**src/rtl/writeback_unit.sv**
```systemverilog
// Writeback stage: selects the retiring value, or waits for and aligns load data,
// and drives the register file write port. Errors are reported as one-cycle pulses.
//
// state       | meaning
// ------------+---------------------------------------------------------------
// S_IDLE      | ready; non-load writes retire the cycle after accept
// S_WAIT_LOAD | load accepted; waiting for dmem response or timeout
module writeback_unit #(
  parameter int XLEN    = 32,
  parameter int XADDR   = 5,
  parameter int TIMEOUT = 16
) (
  input  logic             i_clk,
  input  logic             i_rst_n,
  input  logic             i_valid,
  output logic             o_ready,
  input  logic [XADDR-1:0] i_rd_addr,
  input  logic [1:0]       i_wb_sel,
  input  logic [XLEN-1:0]  i_alu_result,
  input  logic [XLEN-1:0]  i_pc_plus4,
  input  logic [XLEN-1:0]  i_csr_rdata,
  input  logic [2:0]       i_load_funct3,
  input  logic [1:0]       i_byte_off,
  input  logic             i_dmem_rvalid,
  input  logic [XLEN-1:0]  i_dmem_rdata,
  output logic             o_wr_en,
  output logic [XADDR-1:0] o_rd_addr,
  output logic [XLEN-1:0]  o_rd_data,
  output logic             o_err
);

  typedef enum logic [0:0] {
    S_IDLE      = 1'b0,
    S_WAIT_LOAD = 1'b1
  } state_t;

  localparam logic [1:0] SEL_ALU  = 2'b00;
  localparam logic [1:0] SEL_LOAD = 2'b01;
  localparam logic [1:0] SEL_PC4  = 2'b10;

  localparam logic [2:0] F3_LB  = 3'b000;
  localparam logic [2:0] F3_LH  = 3'b001;
  localparam logic [2:0] F3_LW  = 3'b010;
  localparam logic [2:0] F3_LBU = 3'b100;
  localparam logic [2:0] F3_LHU = 3'b101;

  localparam logic [7:0] CNT_TERM = 8'(TIMEOUT - 1);

  state_t           state_q;
  logic [7:0]       cnt_q;
  logic [XADDR-1:0] rd_q;
  logic [2:0]       f3_q;
  logic [1:0]       off_q;
  logic             wr_en_q;
  logic             err_q;
  logic [XADDR-1:0] rd_addr_q;
  logic [XLEN-1:0]  rd_data_q;

  logic [XLEN-1:0]  sel_data_d;
  logic [15:0]      lane_d;
  logic [XLEN-1:0]  load_data_d;
  logic             load_ok_d;

  assign o_ready   = (state_q == S_IDLE);
  assign o_wr_en   = wr_en_q;
  assign o_err     = err_q;
  assign o_rd_addr = rd_addr_q;
  assign o_rd_data = rd_data_q;

  always_comb begin
    sel_data_d = i_csr_rdata;
    case (i_wb_sel)
      SEL_ALU: sel_data_d = i_alu_result;
      SEL_PC4: sel_data_d = i_pc_plus4;
      default: sel_data_d = i_csr_rdata;
    endcase
  end

  // Only the low halfword of the shifted word is ever needed; LW uses the raw word.
  always_comb begin
    lane_d      = 16'(i_dmem_rdata >> {off_q, 3'b000});
    load_data_d = i_dmem_rdata;
    load_ok_d   = 1'b0;
    case (f3_q)
      F3_LB: begin
        load_data_d = {{(XLEN-8){lane_d[7]}}, lane_d[7:0]};
        load_ok_d   = 1'b1;
      end
      F3_LBU: begin
        load_data_d = {{(XLEN-8){1'b0}}, lane_d[7:0]};
        load_ok_d   = 1'b1;
      end
      F3_LH: begin
        load_data_d = {{(XLEN-16){lane_d[15]}}, lane_d};
        load_ok_d   = ~off_q[0];
      end
      F3_LHU: begin
        load_data_d = {{(XLEN-16){1'b0}}, lane_d};
        load_ok_d   = ~off_q[0];
      end
      F3_LW: begin
        load_data_d = i_dmem_rdata;
        load_ok_d   = (off_q == 2'b00);
      end
      default: begin
        load_data_d = i_dmem_rdata;
        load_ok_d   = 1'b0;
      end
    endcase
  end

  // Write-port address/data only move on a real write, so they hold otherwise.
  always_ff @(posedge i_clk or negedge i_rst_n) begin
    if (!i_rst_n) begin
      state_q   <= S_IDLE;
      cnt_q     <= '0;
      rd_q      <= '0;
      f3_q      <= '0;
      off_q     <= '0;
      wr_en_q   <= 1'b0;
      err_q     <= 1'b0;
      rd_addr_q <= '0;
      rd_data_q <= '0;
    end else begin
      wr_en_q <= 1'b0;
      err_q   <= 1'b0;
      case (state_q)
        S_IDLE: begin
          if (i_valid) begin
            if (i_wb_sel == SEL_LOAD) begin
              rd_q    <= i_rd_addr;
              f3_q    <= i_load_funct3;
              off_q   <= i_byte_off;
              cnt_q   <= '0;
              state_q <= S_WAIT_LOAD;
            end else if (i_rd_addr != '0) begin
              wr_en_q   <= 1'b1;
              rd_addr_q <= i_rd_addr;
              rd_data_q <= sel_data_d;
            end
          end
        end
        S_WAIT_LOAD: begin
          if (i_dmem_rvalid) begin
            state_q <= S_IDLE;
            if (!load_ok_d) begin
              err_q <= 1'b1;
            end else if (rd_q != '0) begin
              wr_en_q   <= 1'b1;
              rd_addr_q <= rd_q;
              rd_data_q <= load_data_d;
            end
          end else if (cnt_q == CNT_TERM) begin
            err_q   <= 1'b1;
            state_q <= S_IDLE;
          end else begin
            cnt_q <= cnt_q + 8'd1;
          end
        end
      endcase
    end
  end

endmodule

```
**config.mk**
```make
export PLATFORM = sky130hd
export DESIGN_NAME = writeback_unit
export DESIGN_NICKNAME = d
export VERILOG_FILES = /design/src/rtl/writeback_unit.sv
export SDC_FILE = /design/constraint.sdc
export NUM_CORES = 1
export LEC_CHECK = 0
export CAP_MARGIN = 25
export CORE_ASPECT_RATIO = 1.25
export CORE_UTILIZATION = 42
export CTS_CLUSTER_DIAMETER = 60
export DETAILED_ROUTE_END_ITERATION = 16
export PLACE_DENSITY = 0.85
export SYNTH_ARGS = -nofsm -noshare
export SYNTH_HDL_FRONTEND = slang
export SYNTH_SLANG_ARGS = --single-unit
```
**constraint.sdc**
```tcl
create_clock -name i_clk -period 2.3 [get_ports i_clk]
set_input_delay 0.46 -clock i_clk [delete_from_list [all_inputs] [get_ports i_clk]]
set_output_delay 0.46 -clock i_clk [all_outputs]
set_load 0.1 [all_outputs]
```
Word-level counts from Yosys, hierarchy flattened

Cells that the tools add are included.

Word-level logic and storage cells: 77
Input bits: 144
Register bits after elaboration: 58
Output and inout port bits: 40

Eq/ne operators: 16
Mux-type cells: 38
Shift-type cells: 1
Reduce and logical (&&, ||, !) cells: 10
Bitwise operators: 2
$add $sub $neg: 1

Operators with widths:

| cell                | number |
|---|---|
| $mux 32             | 6 |
| $pmux 32 s2         | 2 |
| $pmux 32 s4         | 1 |
| $mux 8              | 4 |
| $shr 32x5->16       | 1 |
| $mux 5              | 6 |
| $pmux 8 s2          | 1 |
| $mux 1              | 14 |
| $ne 2x2->1 const B  | 5 |
| $pmux 5 s2          | 1 |
| $reduce_bool 5->1   | 2 |
| $add 8x1->8 const B | 1 |
| $eq 8x4->1 const B  | 1 |
| $ne 2x1->1 const B  | 4 |
| $eq 3x3->1 const B  | 2 |
| $reduce_and 6->1    | 1 |
| $logic_not 2->1     | 2 |
| $pmux 1 s2          | 2 |
| $reduce_and 4->1    | 1 |
| $reduce_or 2->1     | 2 |
| $eq 3x1->1 const B  | 1 |
| $eq 3x2->1 const B  | 1 |
| $logic_not 3->1     | 1 |
| $pmux 1 s3          | 1 |
| other kinds (4)     | 5 |

Longest topological paths before layout

Word-level depth: 6
Mapped depth: 9
Mapped depth without buffers: 5

Worst setup path after synthesis

Ideal clock, no wire load.

Kind: reg-to-output
From: reg state_q
To: out o_ready
Required time: 1840 ps
Arrival time: 1704 ps
Cell stages (with the launch flop): 4
Buffers on the path: 2
Path slack: 136 ps
Cells stage by stage: dfrtp_1 buf_2 clkinv_1 clkbuf_1

Word-level cells in the longest chain between the ends: 1

Ends and longest elaborated chain:

| element                    | line | source |
|---|---|---|
| from (decl)                | 49   | `state_t state_q;` |
| from (signal assigned)     | 115  | `state_q <= S_IDLE;` |
| from (signal assigned)     | 135  | `state_q <= S_WAIT_LOAD;` |
| from (signal assigned)     | 145  | `state_q <= S_IDLE;` |
| $not 1->1 (no source line) | --   |  |
| to (decl)                  | 16   | `output logic o_ready,` |

No other way between the ends.

Worst setup path after layout

From: reg f3_q[0]
To: reg rd_data_q[15], in the netlist o_rd_data[15]

Word-level cells in the longest chain between the ends: 6
Elaborated cells on any way between the ends: 15
Classes of those cells: eq/ne (5); mux (6); reduce/logical (4)

Ends and longest elaborated chain:

| element                            | line | source |
|---|---|---|
| from (decl)                        | 52   | `logic [2:0] f3_q;` |
| from (signal assigned)             | 132  | `f3_q <= i_load_funct3;` |
| $eq 3x3->1 (tied with other cells) | 84   | `case (f3_q)` |
| $pmux 32 s4                        | 84   |  |
| $mux 32                            | 148  | `end else if (rd_q != '0) begin` |
| $mux 32                            | 146  | `if (!load_ok_d) begin` |
| $mux 32                            | 144  | `if (i_dmem_rvalid) begin` |
| $pmux 32 s2                        | 127  | `case (state_q)` |
| to (signal assigned)               | 139  | `rd_data_q <= sel_data_d;` |
| to (signal assigned)               | 151  | `rd_data_q <= load_data_d;` |
| to (decl)                          | 57   | `logic [XLEN-1:0] rd_data_q;` |

Parallel ways exist; a longest one is shown, timed or not. The select of a mux whose other input is x is not followed.
A chain may end at the register's enable or synchronous reset.

==> results.sh <==
export IMPL_path_max_fanout=10
export IMPL_dr_first_iter_drc_count=329
export IMPL_worstSetupPathType="flip-flop to flip-flop"
export IMPL_fill_cells=750
export IMPL_fin_nets=734
export IMPL_critPathArrivalTime_ns=2.33
export IMPL_fmax_mhz=471.5
export IMPL_setup_viol=0
export IMPL_final_period_utilization_pct=92.21
export IMPL_area_growth_pct=54.11
export IMPL_reg2reg_depth=4
export IMPL_synth_nets=555
export IMPL_detail_route_wl_per_cell_um=20.14
export IMPL_vdd_ir_drop_max_uv=816.9
export IMPL_die_h_um=111.0
export IMPL_grt_start_max_net_pins=38
export IMPL_power_leakage_nw=2.519
export IMPL_drc=0
export IMPL_switching_share_pct=48.95
export IMPL_power_frac_comb_pct=53.5
export IMPL_synth_seq_area_share_pct=36.39
export IMPL_clock_latency_ns=0.33
export IMPL_die_area_um2=9893
export IMPL_antenna_cells=0
export IMPL_die_x_um=89.17
export IMPL_ys_flop_type="dfrtp_1"
export IMPL_antenna_found_initial=0
export IMPL_synth_area_um2=3989
export IMPL_multi_input_area_um2=2317
export IMPL_cpMaxStageDelayCell="or4b_2"
export IMPL_timing_critical_path_buf_inv=0
export IMPL_max_stage_delay_ns=0.69
export IMPL_track_usage_pct=29.39
export IMPL_place_inst=699
export IMPL_post_cts_setup_buffers=0
export IMPL_setup_tns_ns=0
export IMPL_postSynthAreaPerCell_um2=9.729
export IMPL_maxSlewHeadroom_pct=53.87
export IMPL_grt_overflow_total=0
export IMPL_timing_rr_start="f3_q[0]"
export IMPL_root_buffer="clkbuf_16"
export IMPL_seq_area_um2=1451
export IMPL_period_needed_ns=2.121
export IMPL_worst_endpoint_required_ns=2.51
export IMPL_power_switching_mw=2.744
export IMPL_final_setup_skew_ns=0.005281
export IMPL_cts_buffers=9
export IMPL_synth_edf_count=0
export IMPL_tritoncts="done"
export IMPL_drive_gt1_share_pct=22.77
export IMPL_via_per_inst=6.029
export IMPL_core_area_um2=9174
export IMPL_synthArstFlopShare_pct=100.0
export IMPL_clock_path_buffers=2
export IMPL_cts_max_level=3
export IMPL_yosys_warnings=0
export IMPL_endpoint_kind="flip-flop"
export IMPL_dp_worst_setup_slack_ns=-0.1311
export IMPL_hold_viol=0
export IMPL_clkPwrFrac_pct=20.6
export IMPL_hpwlAfterDp_um=11020
export IMPL_maxCapViolations=0
export IMPL_most_common_layout_cells="clkdlybuf4s50_1, buf_4, dfrtp_1, mux2_2, o21ai_0"
export IMPL_rr_endpoint="o_rd_data[15]"
export IMPL_synth_seq_cells=58
export IMPL_rows=39
export IMPL_ios=184
export IMPL_cts_resized=0
export IMPL_clk_pin_slew_ns=0.05
export IMPL_ff2ff_setup_slack_ns=0.18
export IMPL_p_per_area_nw_per_um2=912.0
export IMPL_status="finished clean"
export IMPL_pwr_share_seq_pct=25.9
export IMPL_cp_top_family="compound AO/OA/AOI/OAI gates"
export IMPL_hp_class="input pin to async pin"
export IMPL_place_congestion=0.8615
export IMPL_syn_inst=410
export IMPL_p_int_mw=2.862
export IMPL_grt_pass1_wl_um=21930
export IMPL_first_global_vias=4372
export IMPL_fin_area_um2=6147
export IMPL_totalWireLength_um=14420
export IMPL_cts_sinks=58
export IMPL_worst_pin_slew_ns=0.6889
export IMPL_setup_slack_ns=0.1793
export IMPL_placed_area_um2=5879
export IMPL_rsz0062_at_grt="no"
export IMPL_ys_types=46
export IMPL_portBuffers=183
export IMPL_initial_core_util_pct=43.48
export IMPL_fin_cells=716
export IMPL_start_kind="flip-flop"
export IMPL_startpoint="f3_q[0]"
export IMPL_drt_first_pass_iters=5
export IMPL_drv_slew=0
export IMPL_ant_nets=0
export IMPL_path_cells="or4b_2, o221ai_2, a221oi_1, o31ai_1"
export IMPL_vias=4317
export IMPL_layout_commonest_cell="clkdlybuf4s50_1"
export IMPL_cts_hold_fix_buffers=0
## area by class of cell
cell class | count | area share [%]
clock buffers | 11 | 3.786
clock inverters | 4 | 0.3257
inverters | 8 | 0.4885
multi-input cells | 304 | 37.70
flip-flops and latches | 58 | 23.61
well taps | 123 | 2.504
repair buffers | 208 | 31.59
## routing by layer
metal | up-vias | routed length (um) | track usage [%]
met5 | - | 0 | 0
met4 | 0 | 541 | 13.54
met3 | 40 | 1234 | 6.627
met2 | 223 | 7358 | 51.50
met1 | 2090 | 5289 | 32.88
li1 | 1964 | - | -
## cells by family (layout without fill, tap and decap cells)
kind of cell,Yosys count,after routing,share of synthesized area (%)
compound gates,154,154,27.79
mux,75,75,20.83
simple gates,73,73,8.940
flops,58,58,36.39
buf+inv,48,231,5.521
fa+ha+maj,1,1,0.3136
xor+xnor,1,1,0.2196
## flip-flops by register name, summed over array words and instances, names as in the netlist
name and count:
o_rd_data 32, rd_q 5, cnt_q 8, o_err 1, f3_q 3, off_q 2
o_wr_en 1, o_rd_addr 5, state_q 1
## worst max-delay path by stage
| stage | end | slack (ns) | cells after the start |
|---|---|---|---|
| 6_report | o_rd_data[15] | 0.18 | 4 |
| 5_1_grt | o_rd_data[15] | 0.08 | 4 |
| 4_1_cts | o_rd_data[10] | 0.03 | 4 |
| 3_5_place_dp | o_rd_data[21] | -0.13 | 7 |
| 3_3_place_gp | o_rd_data[7] | -0.07 | 6 |
| 2_1_floorplan | o_ready | 0.14 | 3 |
## through the flow
stage	hold slack, ns	util [%]	total power, mW
6_report	0.1289	67.01	5.606
3_5_place_dp	0.4767	64.09	4.435
5_1_grt	0.1568	67.01	5.808
2_1_floorplan	0.1644	-	3.550
4_1_cts	0.1353	66.84	5.597
3_3_place_gp	0.4662	64.01	4.360
## cell usage after synthesis, types with 2 or more instances
| cell type | count | area [um^2] |
|---|---|---|
| nand4_1 | 2 | 12.51 |
| o31ai_1 | 16 | 120.1 |
| buf_6 | 4 | 45.04 |
| a21oi_1 | 5 | 25.02 |
| clkbuf_1 | 24 | 90.09 |
| o21a_1 | 2 | 15.01 |
| buf_2 | 8 | 40.04 |
| or3_1 | 3 | 18.77 |
| nand2_1 | 25 | 93.84 |
| dfrtp_1 | 58 | 1451 |
| a31oi_1 | 16 | 100.1 |
| a22oi_1 | 17 | 127.6 |
| mux2_4 | 2 | 30.03 |
| o21ai_1 | 3 | 15.01 |
| clkinv_1 | 2 | 7.510 |
| mux2_2 | 46 | 518.0 |
| a211oi_1 | 16 | 120.1 |
| nor2b_1 | 5 | 31.28 |
| inv_1 | 5 | 18.77 |
| o2bb2ai_1 | 14 | 122.6 |
| o21ai_0 | 28 | 140.1 |
| and3_1 | 2 | 12.51 |
| mux2i_1 | 26 | 260.3 |
| buf_1 | 4 | 15.01 |
| o211ai_1 | 17 | 127.6 |
| nand3_1 | 6 | 30.03 |
| nor2_1 | 18 | 67.56 |
| a221oi_1 | 15 | 131.4 |
| or4_1 | 4 | 30.03 |
## worst register-to-register path: stages, from the launching register on
cell and delay (ns):
dfrtp_1 0.49, or4b_2 0.69, o221ai_2 0.37, a221oi_1 0.13, o31ai_1 0.33
## power by group through the flow
stage | Combinational [mW] | Clock (mW) | Sequential, mW
4_1_cts | 2.99 | 1.16 | 1.45
5_1_grt | 3.11 | 1.22 | 1.48
2_1_floorplan | 0.799 | 0 | 2.75
6_report | 3.00 | 1.15 | 1.45
3_3_place_gp | 2.92 | 0 | 1.44
3_5_place_dp | 2.97 | 0 | 1.46
Power figures use the tool's default switching activity.
